### config.mk
export PLATFORM = sky130hd
export DESIGN_NAME = cnn_layer_accel_octo_datain_router_flat
export DESIGN_NICKNAME = d
export VERILOG_FILES = /design/src/rtl/cnn_layer_accel_octo_datain_router_pkg.sv /design/src/rtl/cnn_layer_accel_octo_datain_router_if.sv /design/src/rtl/cnn_layer_accel_skid_fifo2.sv /design/src/rtl/cnn_layer_accel_octo_datain_router.sv /design/src/flat_wrapper.sv
export SDC_FILE = /design/constraint.sdc
export NUM_CORES = 1
export LEC_CHECK = 0
export CAP_MARGIN = 20
export CORE_ASPECT_RATIO = 1.25
export CORE_UTILIZATION = 52
export DETAILED_ROUTE_END_ITERATION = 8
export PLACE_DENSITY = 0.81
export RECOVER_POWER = 25
export REMOVE_ABC_BUFFERS = 1
export SYNTH_ARGS = -nofsm -noshare
export SYNTH_HDL_FRONTEND = slang
export SYNTH_HIERARCHICAL = 1
export SYNTH_SLANG_ARGS = --single-unit
### constraint.sdc
create_clock -name clk -period 3 [get_ports clk]
set_input_delay 0.3 -clock clk [delete_from_list [all_inputs] [get_ports clk]]
set_output_delay 0.3 -clock clk [all_outputs]
set_load 0.05 [all_outputs]
### src/rtl/cnn_layer_accel_octo_datain_router_pkg.sv
// Shared state encoding and default widths for the octo datain router.
// The router FSM is one-hot, so each state owns exactly one bit.
package cnn_layer_accel_router_pkg;

    localparam int C_DATA_WIDTH_DEF = 16;
    localparam int C_SEQ_CNT_W_DEF  = 12;
    localparam int C_PIX_CNT_W_DEF  = 18;

    typedef enum logic [4:0] {
        ST_IDLE    = 5'b00001,
        ST_NEW_MAP = 5'b00010,
        ST_SEQ     = 5'b00100,
        ST_PIX     = 5'b01000,
        ST_DONE    = 5'b10000
    } state_t;

endpackage

### src/rtl/cnn_layer_accel_octo_datain_router_if.sv
// Bundle of config, upstream stream and controller-facing signals for the router.
// master = feeder/controller side, slave = router.
interface cnn_layer_accel_octo_datain_router_if
    import cnn_layer_accel_router_pkg::*;
#(
    parameter int C_DATA_WIDTH = C_DATA_WIDTH_DEF,
    parameter int C_SEQ_CNT_W  = C_SEQ_CNT_W_DEF,
    parameter int C_PIX_CNT_W  = C_PIX_CNT_W_DEF
);

    logic                    start;
    logic [C_SEQ_CNT_W-1:0]  cfg_seq_words;
    logic [C_PIX_CNT_W-1:0]  cfg_pix_words;
    logic                    s_valid;
    logic [C_DATA_WIDTH-1:0] s_data;
    logic                    s_ready;
    logic                    new_map;
    logic                    datain_valid;
    logic [C_DATA_WIDTH-1:0] datain;
    logic                    seq_datain_tag;
    logic                    pixel_datain_tag;
    logic                    seq_datain_rdy;
    logic                    pixel_datain_rdy;
    logic                    busy;
    logic                    map_done;
    logic                    proto_err;

    modport master (
        output start, cfg_seq_words, cfg_pix_words, s_valid, s_data,
               seq_datain_rdy, pixel_datain_rdy,
        input  s_ready, new_map, datain_valid, datain, seq_datain_tag,
               pixel_datain_tag, busy, map_done, proto_err
    );

    modport slave (
        input  start, cfg_seq_words, cfg_pix_words, s_valid, s_data,
               seq_datain_rdy, pixel_datain_rdy,
        output s_ready, new_map, datain_valid, datain, seq_datain_tag,
               pixel_datain_tag, busy, map_done, proto_err
    );

endinterface

### src/rtl/cnn_layer_accel_skid_fifo2.sv
// Two-entry register FIFO; head is visible the cycle after the first push (1-cycle latency).
// Push is refused when full unless a pop happens in the same cycle.
module cnn_layer_accel_skid_fifo2
    import cnn_layer_accel_router_pkg::*;
#(
    parameter int C_DATA_WIDTH = C_DATA_WIDTH_DEF
) (
    input  logic                    clk,
    input  logic                    rst,
    input  logic                    push,
    input  logic [C_DATA_WIDTH-1:0] push_data,
    input  logic                    pop,
    output logic [C_DATA_WIDTH-1:0] head,
    output logic                    full,
    output logic                    empty
);

    logic [C_DATA_WIDTH-1:0] mem [2];
    logic                    wr_ptr;
    logic                    rd_ptr;
    logic [1:0]              count;
    logic                    do_push;
    logic                    do_pop;

    assign full    = (count == 2'd2);
    assign empty   = (count == 2'd0);
    assign do_pop  = pop && !empty;
    assign do_push = push && (!full || do_pop);
    assign head    = mem[rd_ptr];

    always_ff @(posedge clk or negedge rst) begin
        if (!rst) begin
            mem[0] <= '0;
            mem[1] <= '0;
            wr_ptr <= 1'b0;
            rd_ptr <= 1'b0;
            count  <= 2'd0;
        end else begin
            if (do_push) begin
                mem[wr_ptr] <= push_data;
                wr_ptr      <= ~wr_ptr;
            end
            if (do_pop) begin
                rd_ptr <= ~rd_ptr;
            end
            count <= count + {1'b0, do_push} - {1'b0, do_pop};
        end
    end

endmodule

### src/rtl/cnn_layer_accel_octo_datain_router.sv
// Splits each map of the input stream into a sequencer phase then a pixel phase for the octo controller.
// Accept-to-datain latency 1 cycle; upstream stalls when the 2-entry FIFO is full or the map total is reached.
module cnn_layer_accel_octo_datain_router
    import cnn_layer_accel_router_pkg::*;
#(
    parameter int C_DATA_WIDTH = C_DATA_WIDTH_DEF,
    parameter int C_SEQ_CNT_W  = C_SEQ_CNT_W_DEF,
    parameter int C_PIX_CNT_W  = C_PIX_CNT_W_DEF
) (
    input  logic clk,
    input  logic rst,
    cnn_layer_accel_octo_datain_router_if.slave io
);

    state_t                  state;
    state_t                  state_nxt;
    logic [C_SEQ_CNT_W-1:0]  seq_rem;
    logic [C_PIX_CNT_W-1:0]  pix_rem;
    logic [C_PIX_CNT_W:0]    accept_cnt;
    logic [C_PIX_CNT_W:0]    total;
    logic [C_DATA_WIDTH-1:0] head;
    logic                    fifo_full;
    logic                    fifo_empty;
    logic                    in_seq;
    logic                    in_pix;
    logic                    phase_left;
    logic                    datain_valid;
    logic                    seq_pop;
    logic                    pix_pop;
    logic                    push;
    logic                    proto_hit;
    logic                    proto_err;

    assign in_seq       = (state == ST_SEQ);
    assign in_pix       = (state == ST_PIX);
    assign phase_left   = (in_seq && (seq_rem != '0)) || (in_pix && (pix_rem != '0));
    assign datain_valid = !fifo_empty && phase_left;
    assign seq_pop      = datain_valid && in_seq && io.seq_datain_rdy;
    assign pix_pop      = datain_valid && in_pix && io.pixel_datain_rdy;

    assign io.s_ready          = !fifo_full && (in_seq || in_pix) && (accept_cnt < total);
    assign push                = io.s_valid && io.s_ready;
    assign io.datain_valid     = datain_valid;
    assign io.datain           = head;
    assign io.seq_datain_tag   = datain_valid && in_seq;
    assign io.pixel_datain_tag = datain_valid && in_pix;
    assign io.new_map          = (state == ST_NEW_MAP);
    assign io.map_done         = (state == ST_DONE);
    assign io.busy             = (state != ST_IDLE);
    assign io.proto_err        = proto_err;

    // Cross-phase rdy only counts as an error while a word is actually on offer.
    assign proto_hit = (io.seq_datain_rdy && io.pixel_datain_rdy) ||
                       (datain_valid && ((in_seq && io.pixel_datain_rdy) ||
                                         (in_pix && io.seq_datain_rdy)));

    cnn_layer_accel_skid_fifo2 #(
        .C_DATA_WIDTH (C_DATA_WIDTH)
    ) u_fifo (
        .clk       (clk),
        .rst       (rst),
        .push      (push),
        .push_data (io.s_data),
        .pop       (seq_pop || pix_pop),
        .head      (head),
        .full      (fifo_full),
        .empty     (fifo_empty)
    );

    always_ff @(posedge clk or negedge rst) begin
        if (!rst) begin
            state <= ST_IDLE;
        end else begin
            state <= state_nxt;
        end
    end

    always_comb begin
        state_nxt = state;
        unique case (state)
            ST_IDLE: begin
                if (io.start) state_nxt = ST_NEW_MAP;
            end
            ST_NEW_MAP: begin
                if (seq_rem != '0)      state_nxt = ST_SEQ;
                else if (pix_rem != '0) state_nxt = ST_PIX;
                else                    state_nxt = ST_DONE;
            end
            ST_SEQ: begin
                if (seq_pop && (seq_rem == C_SEQ_CNT_W'(1)))
                    state_nxt = (pix_rem != '0) ? ST_PIX : ST_DONE;
            end
            ST_PIX: begin
                if (pix_pop && (pix_rem == C_PIX_CNT_W'(1))) state_nxt = ST_DONE;
            end
            ST_DONE: state_nxt = ST_IDLE;
            default: state_nxt = ST_IDLE;
        endcase
    end

    always_ff @(posedge clk or negedge rst) begin
        if (!rst) begin
            seq_rem    <= '0;
            pix_rem    <= '0;
            accept_cnt <= '0;
            total      <= '0;
            proto_err  <= 1'b0;
        end else begin
            if ((state == ST_IDLE) && io.start) begin
                seq_rem    <= io.cfg_seq_words;
                pix_rem    <= io.cfg_pix_words;
                total      <= (C_PIX_CNT_W+1)'(io.cfg_seq_words) + (C_PIX_CNT_W+1)'(io.cfg_pix_words);
                accept_cnt <= '0;
            end else begin
                if (push)    accept_cnt <= accept_cnt + 1'b1;
                if (seq_pop) seq_rem    <= seq_rem - 1'b1;
                if (pix_pop) pix_rem    <= pix_rem - 1'b1;
            end
            if (proto_hit) proto_err <= 1'b1;
        end
    end

endmodule

### src/flat_wrapper.sv
// flat-port wrapper written by rule: the top's interface ports become plain ports
module cnn_layer_accel_octo_datain_router_flat import cnn_layer_accel_router_pkg::*;
#(
    parameter int C_DATA_WIDTH = C_DATA_WIDTH_DEF,
    parameter int C_SEQ_CNT_W  = C_SEQ_CNT_W_DEF,
    parameter int C_PIX_CNT_W  = C_PIX_CNT_W_DEF
)
  (clk, rst, io_start, io_cfg_seq_words, io_cfg_pix_words, io_s_valid, io_s_data, io_seq_datain_rdy, io_pixel_datain_rdy, io_s_ready, io_new_map, io_datain_valid, io_datain, io_seq_datain_tag, io_pixel_datain_tag, io_busy, io_map_done, io_proto_err);
  cnn_layer_accel_octo_datain_router_if #(.C_DATA_WIDTH(C_DATA_WIDTH), .C_SEQ_CNT_W(C_SEQ_CNT_W), .C_PIX_CNT_W(C_PIX_CNT_W)) io_i ();
  input  logic clk;
  input  logic rst;
  input wire logic [$bits(io_i.start)-1:0] io_start;
  input wire logic [$bits(io_i.cfg_seq_words)-1:0] io_cfg_seq_words;
  input wire logic [$bits(io_i.cfg_pix_words)-1:0] io_cfg_pix_words;
  input wire logic [$bits(io_i.s_valid)-1:0] io_s_valid;
  input wire logic [$bits(io_i.s_data)-1:0] io_s_data;
  input wire logic [$bits(io_i.seq_datain_rdy)-1:0] io_seq_datain_rdy;
  input wire logic [$bits(io_i.pixel_datain_rdy)-1:0] io_pixel_datain_rdy;
  output wire logic [$bits(io_i.s_ready)-1:0] io_s_ready;
  output wire logic [$bits(io_i.new_map)-1:0] io_new_map;
  output wire logic [$bits(io_i.datain_valid)-1:0] io_datain_valid;
  output wire logic [$bits(io_i.datain)-1:0] io_datain;
  output wire logic [$bits(io_i.seq_datain_tag)-1:0] io_seq_datain_tag;
  output wire logic [$bits(io_i.pixel_datain_tag)-1:0] io_pixel_datain_tag;
  output wire logic [$bits(io_i.busy)-1:0] io_busy;
  output wire logic [$bits(io_i.map_done)-1:0] io_map_done;
  output wire logic [$bits(io_i.proto_err)-1:0] io_proto_err;
  assign io_i.start = io_start;
  assign io_i.cfg_seq_words = io_cfg_seq_words;
  assign io_i.cfg_pix_words = io_cfg_pix_words;
  assign io_i.s_valid = io_s_valid;
  assign io_i.s_data = io_s_data;
  assign io_i.seq_datain_rdy = io_seq_datain_rdy;
  assign io_i.pixel_datain_rdy = io_pixel_datain_rdy;
  assign io_s_ready = io_i.s_ready;
  assign io_new_map = io_i.new_map;
  assign io_datain_valid = io_i.datain_valid;
  assign io_datain = io_i.datain;
  assign io_seq_datain_tag = io_i.seq_datain_tag;
  assign io_pixel_datain_tag = io_i.pixel_datain_tag;
  assign io_busy = io_i.busy;
  assign io_map_done = io_i.map_done;
  assign io_proto_err = io_i.proto_err;
  cnn_layer_accel_octo_datain_router #(.C_DATA_WIDTH(C_DATA_WIDTH), .C_SEQ_CNT_W(C_SEQ_CNT_W), .C_PIX_CNT_W(C_PIX_CNT_W)) u_core (.clk(clk), .rst(rst), .io(io_i));
endmodule
==> results.md, run 1 <==
* Layout cell share with drive strength beyond 1 at 15.6%
* Clock root cell: sky130_fd_sc_hd__clkbuf_16
* Synthesis warning total at 6
* Highest routing layer actually used: met4
* Post-synth EDFFs at 0
* Vias at 5,706
* Category of the worst setup path launch point: flop
* Utilization after layout at 66.2%
* Ys flop type: sky130_fd_sc_hd__dfrtp_1
* Cell area after layout at 0.00816 mm²
* H-tree depth at 3
* Synth-to-Final Area Change at 22.7%
* Metal3 WL at 682 µm
* Fillers at 950
* Class of the worst hold path: in2async
* Vias in the first global route at 5,883
* CTS tree: built
* Final critical delay including setup and external delays at 2.93 ns
* Avg Cell Area, Syn at 9.61 µm²
* Avg WL per Cell at 16.9 µm
* Cell Rows at 45
* Async set-reset flop share out of synthesis at 100%
* Die Span Y at 128 µm
* Die ar. at 0.0132 mm²
* Length of routed wiring on met1 at 6740 µm
* Placed Area at 0.00780 mm²
* Power per standard cell area at 647 mW/mm²
* Final Max Slew Viols at 0
* Max-Cap Viols at 0
* Leakage power total at 3.53 nW
* Post-route worst setup slack at 0.0675 ns
* Largest driver fanout on the critical path at 16
* Number of vias per cell at 5.91
* Synthesized area at 0.00665 mm²
* Number of optimization iterations in the first detailed-route pass at 5
* Total Negative Setup Slacks at 0 ns
* Antenna Diode Count at 0
* DRC errors left at 0
* Maximum clock insertion buffer count at 2
* Category of the worst setup path capture point: flop
* Sequential element share of the synthesized area at 41.4%
* Number of sinks driven by the clock tree at 110
* IO buf count at 75
* Routed Antenna Nets at 0
* Congestion Overflow GR at 0
* Req. time, crit path at 3.25 ns
* Number of violations reported at the end of detailed-routing iteration 0 at 341
* Gate Count Post-Synth at 692
* Max-Slew Margin vs Limit at 5.06%
* Number of top-level pins at 76
* Number of synthesized register bits at 110
* Nets@finish at 887
* Amount of wire on met2 after detailed routing at 8310 µm
* Worst-Margin Slew at 1.42 ns
* Final weighted congestion of routability-driven global placement at 0.867
* Maximum vdd drop at 443 µV
* Type of the worst setup path: reg2reg
* Effective utilization at floorplan at 53.9%
* RSZ-0062 raised after global routing: false
* Clock-pin transition on the worst setup and hold timing paths at 0.08 ns
* Global routing usage summed across all routing layers at 26.9%
* Status: finished clean
* Fin. Hold Viols at 0
* Die boundary width at 103 µm
* Antenna violations before repair at 0
* Number of clock buffers inserted by TritonCTS at 9
* Number of instances in the placed design at 946
* Pin count of the biggest net entering global routing at 105
* Clock latency reported for the late side of the worst-skew pair at 0.36 ns
* Data arrival at the endpoint of the critical path at 3.18 ns
* DP Wirelength at 11,900 µm
* Share of the cycle needed by the critical path after routing at 97.7%
* Final setup skew at 0.00955 ns
* Non-filler instance count after layout at 966
* Number of setup violations in the final report at 0
* Final wirelength at 16,400 µm
* Synth cell types at 65
* Max Clock Freq at 341 MHz
* Pre-CTS setup slack at -0.260 ns
* Core ar. at 0.0123 mm²
* Global-route wire length before repair at 27,700 µm
-- state kept, by name, indices dropped and copies added (netlist names) --
name	count
u_core/u_fifo/rd_ptr	1
u_core/u_fifo/mem	32
u_core/io.proto_err	1
u_core/total	19
u_core/pix_rem	18
u_core/u_fifo/count	2
u_core/state	5
u_core/u_fifo/wr_ptr	1
u_core/seq_rem	12
u_core/accept_cnt	19
-- placed cells by master, fill, tap and decap left out, types with 3 or more instances in the layout --
cell type | netlist | layout
sky130_fd_sc_hd__buf_12 | 0 | 4
sky130_fd_sc_hd__nor4_1 | 10 | 9
sky130_fd_sc_hd__dfrtp_1 | 109 | 109
sky130_fd_sc_hd__xor2_1 | 13 | 13
sky130_fd_sc_hd__and3_1 | 11 | 11
sky130_fd_sc_hd__nand2_1 | 79 | 79
sky130_fd_sc_hd__nor2_1 | 44 | 44
sky130_fd_sc_hd__mux2_2 | 29 | 29
sky130_fd_sc_hd__mux2_4 | 19 | 19
sky130_fd_sc_hd__a211oi_1 | 5 | 5
sky130_fd_sc_hd__nor2b_1 | 8 | 8
sky130_fd_sc_hd__o211ai_1 | 13 | 13
sky130_fd_sc_hd__clkbuf_16 | 0 | 9
sky130_fd_sc_hd__or2_2 | 3 | 3
sky130_fd_sc_hd__mux2i_1 | 8 | 8
sky130_fd_sc_hd__or3_1 | 11 | 11
sky130_fd_sc_hd__a21oi_1 | 39 | 39
sky130_fd_sc_hd__buf_4 | 0 | 38
sky130_fd_sc_hd__nand3_1 | 30 | 30
sky130_fd_sc_hd__clkdlybuf4s50_1 | 0 | 71
sky130_fd_sc_hd__nor3b_1 | 3 | 3
sky130_fd_sc_hd__o31ai_1 | 9 | 9
sky130_fd_sc_hd__xnor2_1 | 16 | 16
sky130_fd_sc_hd__nand4_1 | 4 | 4
sky130_fd_sc_hd__inv_6 | 0 | 3
sky130_fd_sc_hd__inv_1 | 33 | 33
sky130_fd_sc_hd__a311oi_1 | 5 | 5
sky130_fd_sc_hd__ha_1 | 37 | 37
sky130_fd_sc_hd__and2_1 | 6 | 6
sky130_fd_sc_hd__a21o_1 | 5 | 5
sky130_fd_sc_hd__o22ai_1 | 4 | 4
sky130_fd_sc_hd__nand2b_1 | 6 | 6
sky130_fd_sc_hd__or4_1 | 11 | 11
sky130_fd_sc_hd__nor3_1 | 12 | 12
sky130_fd_sc_hd__o21ai_0 | 49 | 49
-- kinds of logic (layout without fill, tap and decap cells) --
kind of cell	count (synthesis)	after routing	synth area share, %
simple gates	251	251	19.3
compound gates	152	152	14.2
flops	110	110	41.4
mux	56	56	10.4
buf+inv	56	166	3.54
fa+ha+maj	38	38	7.26
xor+xnor	29	29	3.82
-- worst max-delay path, stage by stage (launching register included) --
cell and delay (ns):
sky130_fd_sc_hd__dfrtp_1 0.42, sky130_fd_sc_hd__ha_1 0.32, sky130_fd_sc_hd__a21o_1 0.16, sky130_fd_sc_hd__a211o_1 0.28, sky130_fd_sc_hd__a41oi_1 0.28, sky130_fd_sc_hd__o21ai_2 0.17, sky130_fd_sc_hd__nor2_1 0.20, sky130_fd_sc_hd__buf_4 0.20
sky130_fd_sc_hd__nand2_1 0.10, sky130_fd_sc_hd__nor2_4 0.14, sky130_fd_sc_hd__buf_12 0.18, sky130_fd_sc_hd__mux2_2 0.36
-- Yosys cell counts (2+ instances only) --
cell | count | share of area, %
sky130_fd_sc_hd__dfrtp_1 | 109 | 41
sky130_fd_sc_hd__nand2_1 | 79 | 4.5
sky130_fd_sc_hd__o21ai_0 | 49 | 3.7
sky130_fd_sc_hd__nor2_1 | 44 | 2.5
sky130_fd_sc_hd__a21oi_1 | 39 | 2.9
sky130_fd_sc_hd__ha_1 | 37 | 7.0
sky130_fd_sc_hd__inv_1 | 33 | 1.9
sky130_fd_sc_hd__nand3_1 | 30 | 2.3
sky130_fd_sc_hd__mux2_2 | 29 | 4.9
sky130_fd_sc_hd__mux2_4 | 19 | 4.3
sky130_fd_sc_hd__xnor2_1 | 16 | 2.1
sky130_fd_sc_hd__clkbuf_1 | 15 | 0.85
sky130_fd_sc_hd__o211ai_1 | 13 | 1.5
sky130_fd_sc_hd__xor2_1 | 13 | 1.7
sky130_fd_sc_hd__nor3_1 | 12 | 0.90
sky130_fd_sc_hd__and3_1 | 11 | 1.0
sky130_fd_sc_hd__or3_1 | 11 | 1.0
sky130_fd_sc_hd__or4_1 | 11 | 1.2
sky130_fd_sc_hd__nor4_1 | 10 | 0.94
sky130_fd_sc_hd__o31ai_1 | 9 | 1.0
sky130_fd_sc_hd__mux2i_1 | 8 | 1.2
sky130_fd_sc_hd__nor2b_1 | 8 | 0.75
sky130_fd_sc_hd__and2_1 | 6 | 0.56
sky130_fd_sc_hd__nand2b_1 | 6 | 0.56
sky130_fd_sc_hd__a211oi_1 | 5 | 0.56
sky130_fd_sc_hd__a21o_1 | 5 | 0.56
sky130_fd_sc_hd__a311oi_1 | 5 | 0.66
sky130_fd_sc_hd__nand4_1 | 4 | 0.38
sky130_fd_sc_hd__o22ai_1 | 4 | 0.38
sky130_fd_sc_hd__buf_6 | 3 | 0.51
sky130_fd_sc_hd__nor3b_1 | 3 | 0.34
sky130_fd_sc_hd__or2_2 | 3 | 0.28
sky130_fd_sc_hd__a211o_1 | 2 | 0.26
sky130_fd_sc_hd__a22oi_1 | 2 | 0.23
sky130_fd_sc_hd__a31oi_1 | 2 | 0.19
sky130_fd_sc_hd__a41oi_1 | 2 | 0.26
sky130_fd_sc_hd__and4_1 | 2 | 0.26
sky130_fd_sc_hd__buf_1 | 2 | 0.11
sky130_fd_sc_hd__buf_2 | 2 | 0.15
sky130_fd_sc_hd__o2111ai_1 | 2 | 0.26
sky130_fd_sc_hd__o21a_1 | 2 | 0.23
sky130_fd_sc_hd__o21ai_1 | 2 | 0.15
-- metal layers --
| metal | vias to the layer above | global-route usage, % |
|---|---|---|
| li1 | 2708 | - |
| met1 | 2775 | 32.3 |
| met2 | 181 | 46.0 |
| met3 | 42 | 3.48 |
| met4 | 0 | 15.1 |
| met5 | - | 0 |
-- power breakdown --
group / total, W / switching [W] / internal [W] / leakage [nW]
logic: 0.00209 / 0.00106 / 0.00103 / 2.00
registers: 0.00197 / 0.000194 / 0.00178 / 1.38
clock network: 0.00122 / 0.000623 / 0.000599 / 0.150
-- final timing paths --
path	cells past startpoint	slack (ns)	startpoint	to
max	11	0.07	u_core/accept_cnt[4]$_DFFE_PN0P_	u_core/u_fifo/mem[1]$_DFFE_PN0P_
min	2	0.40	rst	u_core/accept_cnt[2]$_DFFE_PN0P_
max reg2reg	11	0.07	u_core/accept_cnt[4]$_DFFE_PN0P_	u_core/u_fifo/mem[1]$_DFFE_PN0P_
min reg2reg	2	0.49	u_core/total[4]$_DFFE_PN0P_	u_core/total[4]$_DFFE_PN0P_
max in group asynchronous	3	0.81	rst	u_core/seq_rem[8]$_DFFE_PN0P_
min in group clk	2	0.49	u_core/total[4]$_DFFE_PN0P_	u_core/total[4]$_DFFE_PN0P_
-- final cells by class --
type	count	area (µm²)	share of cell area, %
clock buffer	9	225	2.76
clock inverter	7	81.3	0.996
inverter	34	128	1.56
multi-input combinational	526	3670	45.0
sequential	110	2750	33.7
tap	164	205	2.51
timing repair buffer	116	1100	13.4
-- stage by stage --
stage               hold slack [ns]  total power, W
finish                        0.397         0.00528
global route                  0.450         0.00554
detailed placement            0.132         0.00402
CTS                           0.306         0.00529
floorplan                   0.00441         0.00333
global placement              0.131         0.00394
-- what timing repair did --
action	CTS	global route
hold endpoints to repair	6	0
resized for setup	0	2
hold buffers	1	0
setup buffers	3	0
setup endpoints to repair	32	35
pin swaps	2	0
No activity file was read; power rests on OpenSTA's default activity.
==> run 2: changes to the inputs <==
Settings changed: CAP_MARGIN 20 to default.
==> results of run 2 <==
No change in the layout: final DEF, timing and power equal those of run 1.
